File: src/rtl/ps2_pkg.sv
// ==== ps2_pkg : shared PS/2 receiver types and frame constants | rev 1.0 ====
`default_nettype none

package ps2_pkg;

  localparam int FRAME_BITS = 11;
  localparam int DATA_BITS  = FRAME_BITS - 3;

  typedef enum logic [1:0] {
    IDLE   = 2'd0,
    DATA   = 2'd1,
    PARITY = 2'd2,
    STOP   = 2'd3
  } rx_state_t;

  // A frame is good when data plus parity hold an odd number of ones.
  function automatic logic odd_ones(input logic [DATA_BITS-1:0] d, input logic p);
    return ^{d, p};
  endfunction

endpackage

`default_nettype wire

File: src/rtl/ps2_filter.sv
// ==== ps2_filter : line synchronizers, ps2_clk debounce, falling-edge detect | rev 1.0 ====
`default_nettype none

module ps2_filter #(
  parameter int FILTER_CYCLES = 8
) (
  input  logic clk,
  input  logic reset_n,
  input  logic ps2_clk,
  input  logic ps2_data,
  output logic fall_pulse,
  output logic data_sync
);

  localparam int CW = $clog2(FILTER_CYCLES + 1);

  logic [1:0]    clk_sync;
  logic [1:0]    data_ff;
  logic          clk_filt;
  logic [CW-1:0] cnt;
  logic          settle;

  // The filtered level flips on the FILTER_CYCLES-th consecutive differing sample.
  assign settle     = (clk_sync[1] != clk_filt) && (cnt == CW'(FILTER_CYCLES - 1));
  assign fall_pulse = settle & clk_filt;
  assign data_sync  = data_ff[1];

  always_ff @(posedge clk or negedge reset_n) begin
    if (!reset_n) begin
      clk_sync <= 2'b11;
      data_ff  <= 2'b11;
      clk_filt <= 1'b1;
      cnt      <= '0;
    end else begin
      clk_sync <= {clk_sync[0], ps2_clk};
      data_ff  <= {data_ff[0], ps2_data};
      if (clk_sync[1] == clk_filt) begin
        cnt <= '0;
      end else if (settle) begin
        clk_filt <= clk_sync[1];
        cnt      <= '0;
      end else begin
        cnt <= cnt + CW'(1);
      end
    end
  end

endmodule

`default_nettype wire

File: src/rtl/ps2_rx.sv
// ==== ps2_rx : PS/2 device-to-host byte receiver with error flags and byte FIFO | rev 1.0 ====
`default_nettype none

module ps2_rx
  import ps2_pkg::*;
#(
  parameter int FILTER_CYCLES  = 8,
  parameter int TIMEOUT_CYCLES = 50000,
  parameter int FIFO_DEPTH     = 4
) (
  input  logic       clk,
  input  logic       reset_n,
  input  logic       ps2_clk,
  input  logic       ps2_data,
  output logic [7:0] out_data,
  output logic       out_valid,
  input  logic       out_ready,
  output logic       parity_err,
  output logic       frame_err,
  output logic       timeout_err,
  output logic       overflow
);

  localparam int PW = $clog2(FIFO_DEPTH);
  localparam int TW = $clog2(TIMEOUT_CYCLES + 1);
  localparam int BW = $clog2(DATA_BITS);

  logic fall;
  logic data_sync;

  ps2_filter #(.FILTER_CYCLES(FILTER_CYCLES)) u_filter (
    .clk        (clk),
    .reset_n    (reset_n),
    .ps2_clk    (ps2_clk),
    .ps2_data   (ps2_data),
    .fall_pulse (fall),
    .data_sync  (data_sync)
  );

  rx_state_t            state;
  logic [BW-1:0]        bit_cnt;
  logic [DATA_BITS-1:0] shreg;
  logic                 par_bit;
  logic [TW-1:0]        tmo_cnt;
  logic                 push;
  logic [7:0]           push_data;

  always_ff @(posedge clk or negedge reset_n) begin
    if (!reset_n) begin
      state       <= IDLE;
      bit_cnt     <= '0;
      shreg       <= '0;
      par_bit     <= 1'b0;
      tmo_cnt     <= '0;
      push        <= 1'b0;
      push_data   <= '0;
      parity_err  <= 1'b0;
      frame_err   <= 1'b0;
      timeout_err <= 1'b0;
    end else begin
      push        <= 1'b0;
      parity_err  <= 1'b0;
      frame_err   <= 1'b0;
      timeout_err <= 1'b0;
      if (state != IDLE && !fall) begin
        if (tmo_cnt == TW'(TIMEOUT_CYCLES - 1)) begin
          state       <= IDLE;
          timeout_err <= 1'b1;
          tmo_cnt     <= '0;
          shreg       <= '0;
        end else begin
          tmo_cnt <= tmo_cnt + TW'(1);
        end
      end else begin
        tmo_cnt <= '0;
        if (fall) begin
          case (state)
            IDLE: begin
              if (!data_sync) begin
                state   <= DATA;
                bit_cnt <= '0;
              end else begin
                frame_err <= 1'b1;
              end
            end
            DATA: begin
              shreg   <= {data_sync, shreg[DATA_BITS-1:1]};
              bit_cnt <= bit_cnt + BW'(1);
              if (bit_cnt == BW'(DATA_BITS - 1)) state <= PARITY;
            end
            PARITY: begin
              par_bit <= data_sync;
              state   <= STOP;
            end
            STOP: begin
              state <= IDLE;
              // A bad stop bit masks any parity problem in the same frame.
              if (!data_sync) begin
                frame_err <= 1'b1;
              end else if (!odd_ones(shreg, par_bit)) begin
                parity_err <= 1'b1;
              end else begin
                push      <= 1'b1;
                push_data <= shreg;
              end
            end
            default: state <= IDLE;
          endcase
        end
      end
    end
  end

  logic [7:0]  mem [FIFO_DEPTH];
  logic [PW-1:0] wr_ptr;
  logic [PW-1:0] rd_ptr;
  logic [PW-1:0] rd_next;
  logic [PW:0]   count;
  logic [PW:0]   remain;
  logic          full;
  logic          do_pop;
  logic          do_push;

  assign out_valid = (count != '0);
  assign full      = (count == (PW+1)'(FIFO_DEPTH));
  assign do_pop    = out_valid & out_ready;
  assign do_push   = push & (~full | do_pop);
  assign remain    = count - (PW+1)'(do_pop);
  assign rd_next   = rd_ptr + PW'(do_pop);

  always_ff @(posedge clk) begin
    if (do_push) mem[wr_ptr] <= push_data;
  end

  // out_data is registered so it can hold the last byte once the FIFO drains.
  always_ff @(posedge clk or negedge reset_n) begin
    if (!reset_n) begin
      wr_ptr   <= '0;
      rd_ptr   <= '0;
      count    <= '0;
      out_data <= '0;
      overflow <= 1'b0;
    end else begin
      overflow <= push & full & ~do_pop;
      if (do_push) wr_ptr <= wr_ptr + PW'(1);
      rd_ptr <= rd_next;
      count  <= count + (PW+1)'(do_push) - (PW+1)'(do_pop);
      if (remain == '0) begin
        if (do_push) out_data <= push_data;
      end else begin
        out_data <= mem[rd_next];
      end
    end
  end

endmodule

`default_nettype wire

File: config.mk
export PLATFORM = sky130hd
export DESIGN_NAME = ps2_rx
export DESIGN_NICKNAME = d
export VERILOG_FILES = /design/src/rtl/ps2_pkg.sv /design/src/rtl/ps2_filter.sv /design/src/rtl/ps2_rx.sv
export SDC_FILE = /design/constraint.sdc
export NUM_CORES = 1
export LEC_CHECK = 0
export ABC_AREA = 1
export CAP_MARGIN = 20
export CORE_MARGIN = 3
export CORE_UTILIZATION = 45
export DETAILED_ROUTE_END_ITERATION = 7
export GPL_TIMING_DRIVEN = 1
export PLACE_DENSITY = 0.66
export SYNTH_ARGS = -nofsm -noshare
export SYNTH_HDL_FRONTEND = slang
export SYNTH_HIERARCHICAL = 1
export SYNTH_SLANG_ARGS = --single-unit
File: constraint.sdc
create_clock -name clk -period 2.82 [get_ports clk]
set_clock_uncertainty 0.15 [all_clocks]
set_input_delay 0.423 -clock clk [delete_from_list [all_inputs] [get_ports clk]]
set_output_delay 0.423 -clock clk [all_outputs]
set_load 0.01 [all_outputs]
==> flow_summary.toml, run 1 <==
[critical_path]
required_ns = 2.96
endpoint_kind = "register"
worstRegToRegCells = 6
max_stage_delay_ns = 0.45
startpoint_type = "input port"
critPathBufInv = 3
r2r_end = "out_data[3]"
critPathArrivalTime_ns = 2.40
crit_type = "input port to register"
ff2ff_setup_slack_ns = 0.60
crit_fanout = 8
crit_chain = "clkdlybuf4s50_1, inv_1, nand3_1, nand2_4, ha_1, inv_1, ha_1, fa_1, xnor2_1, xor2_1"
crit_path_top_delay_cell = "clkdlybuf4s50_1"
cp_top_family = "adder cells"
r2r-start = "count[1]"

[pwr]
powerDensity_mw_per_mm2 = 735
max-vdd-ir-drop_v = 0.000486
p_leak_nw = 2.44

[grt]
grt_pass1_wl_mm = 14.4
grt_remaining_overflow = 0
grt_util_met1_pct = 19.1
grtUsageMet3_pct = 3.88
track_usage_pct = 15.7
use_met2_pct = 27.5
grt_pass1_vias = 3142
grt_max_degree = 68
grt_busiest_layer = "met2"
antenna_found_initial = 0

[timing]
slew_viol_final = 0
maxSlewHeadroom_pct = 70.4
fin_crit_ns = 2.26
setup_viol = 0
finalHoldViolations = 0
tns_ns = 0
fin_crit_sh_pct = 80.1
rsz0062_at_grt = "no"
worst_pin_slew_ns = 0.444
max_freq_mhz = 443

[yosys]
synth_area_per_cell_sq_um = 10.0
yosysTopAreaCell = "dfrtp_1"
synthFlopType = "dfrtp_1"
synth_edf_count = 32
ys.warnings.count = 6
synth.top_cells.by_area = "dfrtp_1 (33%), edfxtp_1 (20%), nand2_1 (6.9%)"
syn-num-nets = 490
synth_cells = 468
synth_cell_types = 41
synth_seq_cells = 99
synth_area_sq_mm = 0.00469
async_flop_share_pct = 67.7
seq_area_frac_synth_pct = 56.4
synth_top_area_share_pct = 33.1

[cells_and_area]
syn2layout_area_growth_pct = 12.1
layout-drive-gt1-share_pct = 15.9
fillers = 890
stdcell_count = 636
antennaDiodeCount = 0
finish.net_count = 520

[worst_hold_path]
hp-start = "u_filter/data_ff[0]"
hold_path.class = "register to register"
min_to = "u_filter/data_ff[1]"
hold_depth = 0

[routing]
drt_iter0_markers = 134
vias_per_cell = 4.89
drt_wl_total_mm = 8.24
vias = 3112
drc = 0
ant_nets = 0
wl_per_cell_um = 12.9
first_pass_iters = 4

[clocking]
holdBufCountCts = 1
post_cts_buffers = 0
cts_root_buf = "clkbuf_8"
cts_buffers = 9
cts_tree = "yes"
clkLatencyLatePin_ns = 0.36
post_cts_resized = 0
cts_htree_levels = 3
cts_sinks = 99
clk_pin_slew_worst_paths_ns = 0.10
clockBufferDepth = 2

[placed_design]
io_buffers = 17
place_hpwl_mm = 5.74
numPlacedInstances = 619
gp_congestion = 0.831

[floorplan]
boundaryPins = 18
core_sq_mm = 0.00995
initial_core_util_pct = 47.1
dieWidth_um = 108
die-area_sq_mm = 0.0117
die_h_um = 108
rows = 36

[run_status]
status = "complete, no violations"

[flow_run]
drv_cap = 0
[kinds of logic (layout without fill, tap and decap cells)]
group | Yosys count | after routing | share of synthesized area [%]
and+or+nand+nor | 226 | 226 | 24.4
AOI/OAI and AO/OA | 44 | 44 | 4.99
DFF | 99 | 99 | 56.4
buffers and inverters | 65 | 100 | 5.66
muxes | 6 | 6 | 1.44
xor gates and xnor gates | 11 | 11 | 2.38
adders and majority gates | 17 | 17 | 4.70
[sequential cells by signal, indices dropped and copies added, names as in the netlist, 2 cells and up]
register / flops
mem: 32
u_filter/clk_sync: 2
bit_cnt: 3
push_data: 8
tmo_cnt: 16
out_data: 8
shreg: 8
u_filter/data_ff: 2
state: 2
wr_ptr: 2
u_filter/cnt: 4
count: 3
rd_ptr: 2
[where the power goes]
| part | switching (mW) | total [mW] | internal, mW | leakage, nW |
|---|---|---|---|---|
| combinational | 0.707 | 1.21 | 0.500 | 1.13 |
| clock | 0.492 | 0.914 | 0.422 | 0.0992 |
| sequential | 0.109 | 1.74 | 1.64 | 1.22 |
| total | 1.31 | 3.86 | 2.56 | 2.44 |
[per-layer routing]
metal  routed length, um  vias up
met3                 230        7
met1                3760     1489
li1                    -     1578
met4                  87        0
met5                   0        -
met2                4150       38
[synth_stat cells, types with 2 or more instances]
| master | count |
|---|---|
| clkinv_1 | 2 |
| dfstp_2 | 5 |
| clkbuf_1 | 2 |
| a21oi_1 | 7 |
| dfrtp_1 | 62 |
| nand2_1 | 86 |
| buf_4 | 3 |
| nor2_1 | 50 |
| mux2_2 | 6 |
| buf_2 | 2 |
| o31ai_1 | 2 |
| nand3_2 | 5 |
| nor3_1 | 10 |
| edfxtp_1 | 32 |
| nand3b_1 | 2 |
| xnor2_2 | 2 |
| nor3b_2 | 2 |
| nand2_2 | 10 |
| nand3_1 | 34 |
| nor2_2 | 5 |
| ha_1 | 16 |
| o21ai_0 | 26 |
| xnor2_1 | 4 |
| o211ai_1 | 3 |
| inv_1 | 48 |
| nor3b_1 | 2 |
| inv_2 | 7 |
| nand3_4 | 2 |
| xor2_1 | 5 |
| o21ai_1 | 5 |
| nand2_4 | 7 |
| nand4_1 | 5 |
[how the worst max path moves through the flow]
stage,start,end,depth (start not counted)
floorplan,out_ready,count[2],9
global placement,out_ready,count[2],10
detailed placement,out_ready,count[2],10
CTS,out_ready,count[2],10
global route,count[1],out_data[7],9
finish,out_ready,count[2],10
[placed cells by master, fill, tap and decap left out, types with 8 or more instances in the layout]
cell type | Yosys | layout
nor2_1 | 50 | 50
inv_1 | 48 | 48
nand2_2 | 10 | 10
nand2_1 | 86 | 86
o21ai_0 | 26 | 26
clkbuf_8 | 0 | 9
edfxtp_1 | 32 | 32
dfrtp_1 | 62 | 62
buf_4 | 3 | 8
clkdlybuf4s50_1 | 0 | 16
nand3_1 | 34 | 34
ha_1 | 16 | 16
nor3_1 | 10 | 10
[final cells by class]
type	count	area [sq um]	share of cell area, %
Clock inverter	6	71.3	1.36
Inverter	57	214	4.07
Tap cell	133	166	3.17
Multi-Input combinational cell	304	1780	33.8
Sequential cell	99	2640	50.3
Clock buffer	10	128	2.43
Timing Repair Buffer	27	255	4.85
[metrics by stage]
stage               total power, mW  utilization, %  hold slack (ns)  instance area [sq um]  setup slack, ns
finish                         3.86            52.8            0.210                   5260            0.562
global route                   4.16            52.8            0.214                   5260            0.384
CTS                            3.92            52.8            0.212                   5260            0.550
detailed placement             2.99            50.7            0.198                   5050            0.165
global placement               2.95            50.7            0.197                   5050            0.246
floorplan                      2.64               -          -0.0226                   4690            0.753
Power figures use the tool's default switching activity.
==> inputs of run 2 (changes only) <==
==> constraint.sdc (replaced) <==
create_clock -name clk -period 2.3 [get_ports clk]
set_clock_uncertainty 0.15 [all_clocks]
set_input_delay 0.345 -clock clk [delete_from_list [all_inputs] [get_ports clk]]
set_output_delay 0.345 -clock clk [all_outputs]
set_load 0.01 [all_outputs]
==> flow_summary.toml, run 2 (synthesis results as in run 1) <==
[run_status]
status = "complete, no violations"

[critical_path]
crit_fanout = 4
crit_type = "register to register"
startpoint_type = "register"
endpoint_kind = "register"
critPathArrivalTime_ns = 2.27
required_ns = 2.40

[worst_hold_path]
hold_path.class = "register to register"

[routing]
vias = 3128
first_pass_iters = 4
drt_iter0_markers = 155
drt_wl_total_mm = 8.30
drc = 0
vias_per_cell = 4.87
ant_nets = 0
wl_per_cell_um = 12.9

[cells_and_area]
finish.net_count = 526
syn2layout_area_growth_pct = 14.0
layout_common_cells = "nand2_1 (86), dfrtp_1 (61), nor2_1 (49), inv_1 (48), nand3_1 (34)"
stdcell_count = 642
antennaDiodeCount = 0
fillers = 888
top_register = "mem"
mostFrequentLayoutCell = "nand2_1"
layout-drive-gt1-share_pct = 17.7
top_regs = "mem (32), tmo_cnt (16)"
fin_area_sq_mm = 0.00534
ff_latch_area_sq_mm = 0.00265
largest_reg_flops = 32
multi_input_area_sq_mm = 0.00179

[grt]
grt_busiest_layer = "met2"
grt_remaining_overflow = 0
grt_util_met1_pct = 20.7
antenna_found_initial = 0
grt_pass1_wl_mm = 14.8
track_usage_pct = 15.9
grt_pass1_vias = 3183
grt_max_degree = 51
use_met2_pct = 27.1
grtUsageMet3_pct = 3.82

[clocking]
clockBufferDepth = 2
cts_buffers = 9
cts_root_buf = "clkbuf_8"
cts_tree = "yes"
clk_pin_slew_worst_paths_ns = 0.10
cts_sinks = 99
clkLatencyLatePin_ns = 0.36
post_cts_buffers = 0
cts_htree_levels = 3

[timing]
max_freq_mhz = 462
tns_ns = 0
worst_pin_slew_ns = 0.634
finalHoldViolations = 0
fin_crit_ns = 2.17
fin_crit_sh_pct = 94.2
slew_viol_final = 0
rsz0062_at_grt = "no"
setup_viol = 0
maxSlewHeadroom_pct = 57.7

[pwr]
power_mw = 4.92
swShare_pct = 33.9
p_leak_nw = 2.50
intPower_mw = 3.25
max-vdd-ir-drop_v = 0.000791
p_sw_mw = 1.67
powerDensity_mw_per_mm2 = 920
pwr-share-seq_pct = 43.7
combinationalPowerShare_pct = 33.1
pwr-share-clk_pct = 23.2

[flow_run]
drv_cap = 0

[floorplan]
die_h_um = 108
die-area_sq_mm = 0.0117
initial_core_util_pct = 47.1
boundaryPins = 18
dieWidth_um = 108
rows = 36
core_sq_mm = 0.00995

[placed_design]
gp_congestion = 0.828
numPlacedInstances = 625
io_buffers = 17
place_hpwl_mm = 5.96
place_area_sq_mm = 0.00511
-- run 2: cell count changes in the layout (fill, tap and decap cells not counted), sizes merged --
| cell | previous run | this run |
|---|---|---|
| clkinvlp | 1 | 2 |
| clkinv | 3 | 5 |
| inv | 58 | 56 |
| buf | 10 | 16 |
| clkbuf | 10 | 9 |
-- run 2: path summary, 6_finish.rpt --
check                               startpoint             endpoint  slack (ns)  cells after the start
min in group asynchronous              reset_n          out_data[4]        0.32                      3
max reg2reg                           count[1]             count[2]        0.13                      8
max                                   count[1]             count[2]        0.13                      8
min reg2reg                u_filter/data_ff[0]  u_filter/data_ff[1]        0.21                      0
max in group asynchronous              reset_n             count[1]        1.06                      3
min                        u_filter/data_ff[0]  u_filter/data_ff[1]        0.21                      0
-- run 2: critical path: stages, from the launching register on --
cell and delay, ns:
dfrtp_2 0.47, nor2_4 0.11, a21oi_1 0.11, ha_1 0.29, inv_1 0.04, ha_1 0.19
fa_1 0.41, xnor2_2 0.15, xor2_1 0.14
-- run 2: per-stage QoR --
stage	hold slack, ns	utilization [%]	worst slack (ns)
final	0.211	53.7	0.133
after global routing	0.213	53.7	0.0334
after CTS	0.213	53.5	0.0991
after detailed placement	0.180	51.3	-0.219
after global placement	0.185	51.3	-0.138
after floorplan	-0.101	-	0.255
-- run 2: power groups by stage --
stage               logic (mW)  registers, mW  clock network (mW)
CTS                       1.65           2.14                1.19
global route              1.86           2.17                1.26
finish                    1.63           2.15                1.14
floorplan                 1.07           2.18                   0
detailed placement        1.64           2.17                   0
global placement          1.59           2.16                   0
-- run 2: what timing repair did --
item	in CTS	in global routing
endpoints found under the setup margin	0	4
hold endpoints to repair	62	0
hold buffers	1	0
resized for setup	0	4
-- run 2: area by class of cell --
type	count	area share (%)
timing repair buffer	33	5.85
multi-input combinational	304	33.6
inverter	57	4.00
clock buffer	9	2.32
clock inverter	7	1.64
tap	133	3.11
sequential	99	49.5
-- run 2: per-layer routing --
metal  share of wire [%]  vias to the layer above
met2                  50                       34
met3                 3.0                        4
met5                   0                        -
met1                  46                     1485
met4                0.58                        0
li1                    -                     1605
==> inputs of run 3 (changes only) <==
--- a/config.mk
+++ b/config.mk
@@ -12,6 +12,7 @@
 export DETAILED_ROUTE_END_ITERATION = 7
 export GPL_TIMING_DRIVEN = 1
 export PLACE_DENSITY = 0.66
+export SLEW_MARGIN = 20
 export SYNTH_ARGS = -nofsm -noshare
 export SYNTH_HDL_FRONTEND = slang
 export SYNTH_HIERARCHICAL = 1
==> results of run 3 <==
Final layout, timing and power as in run 2 (identical DEF).
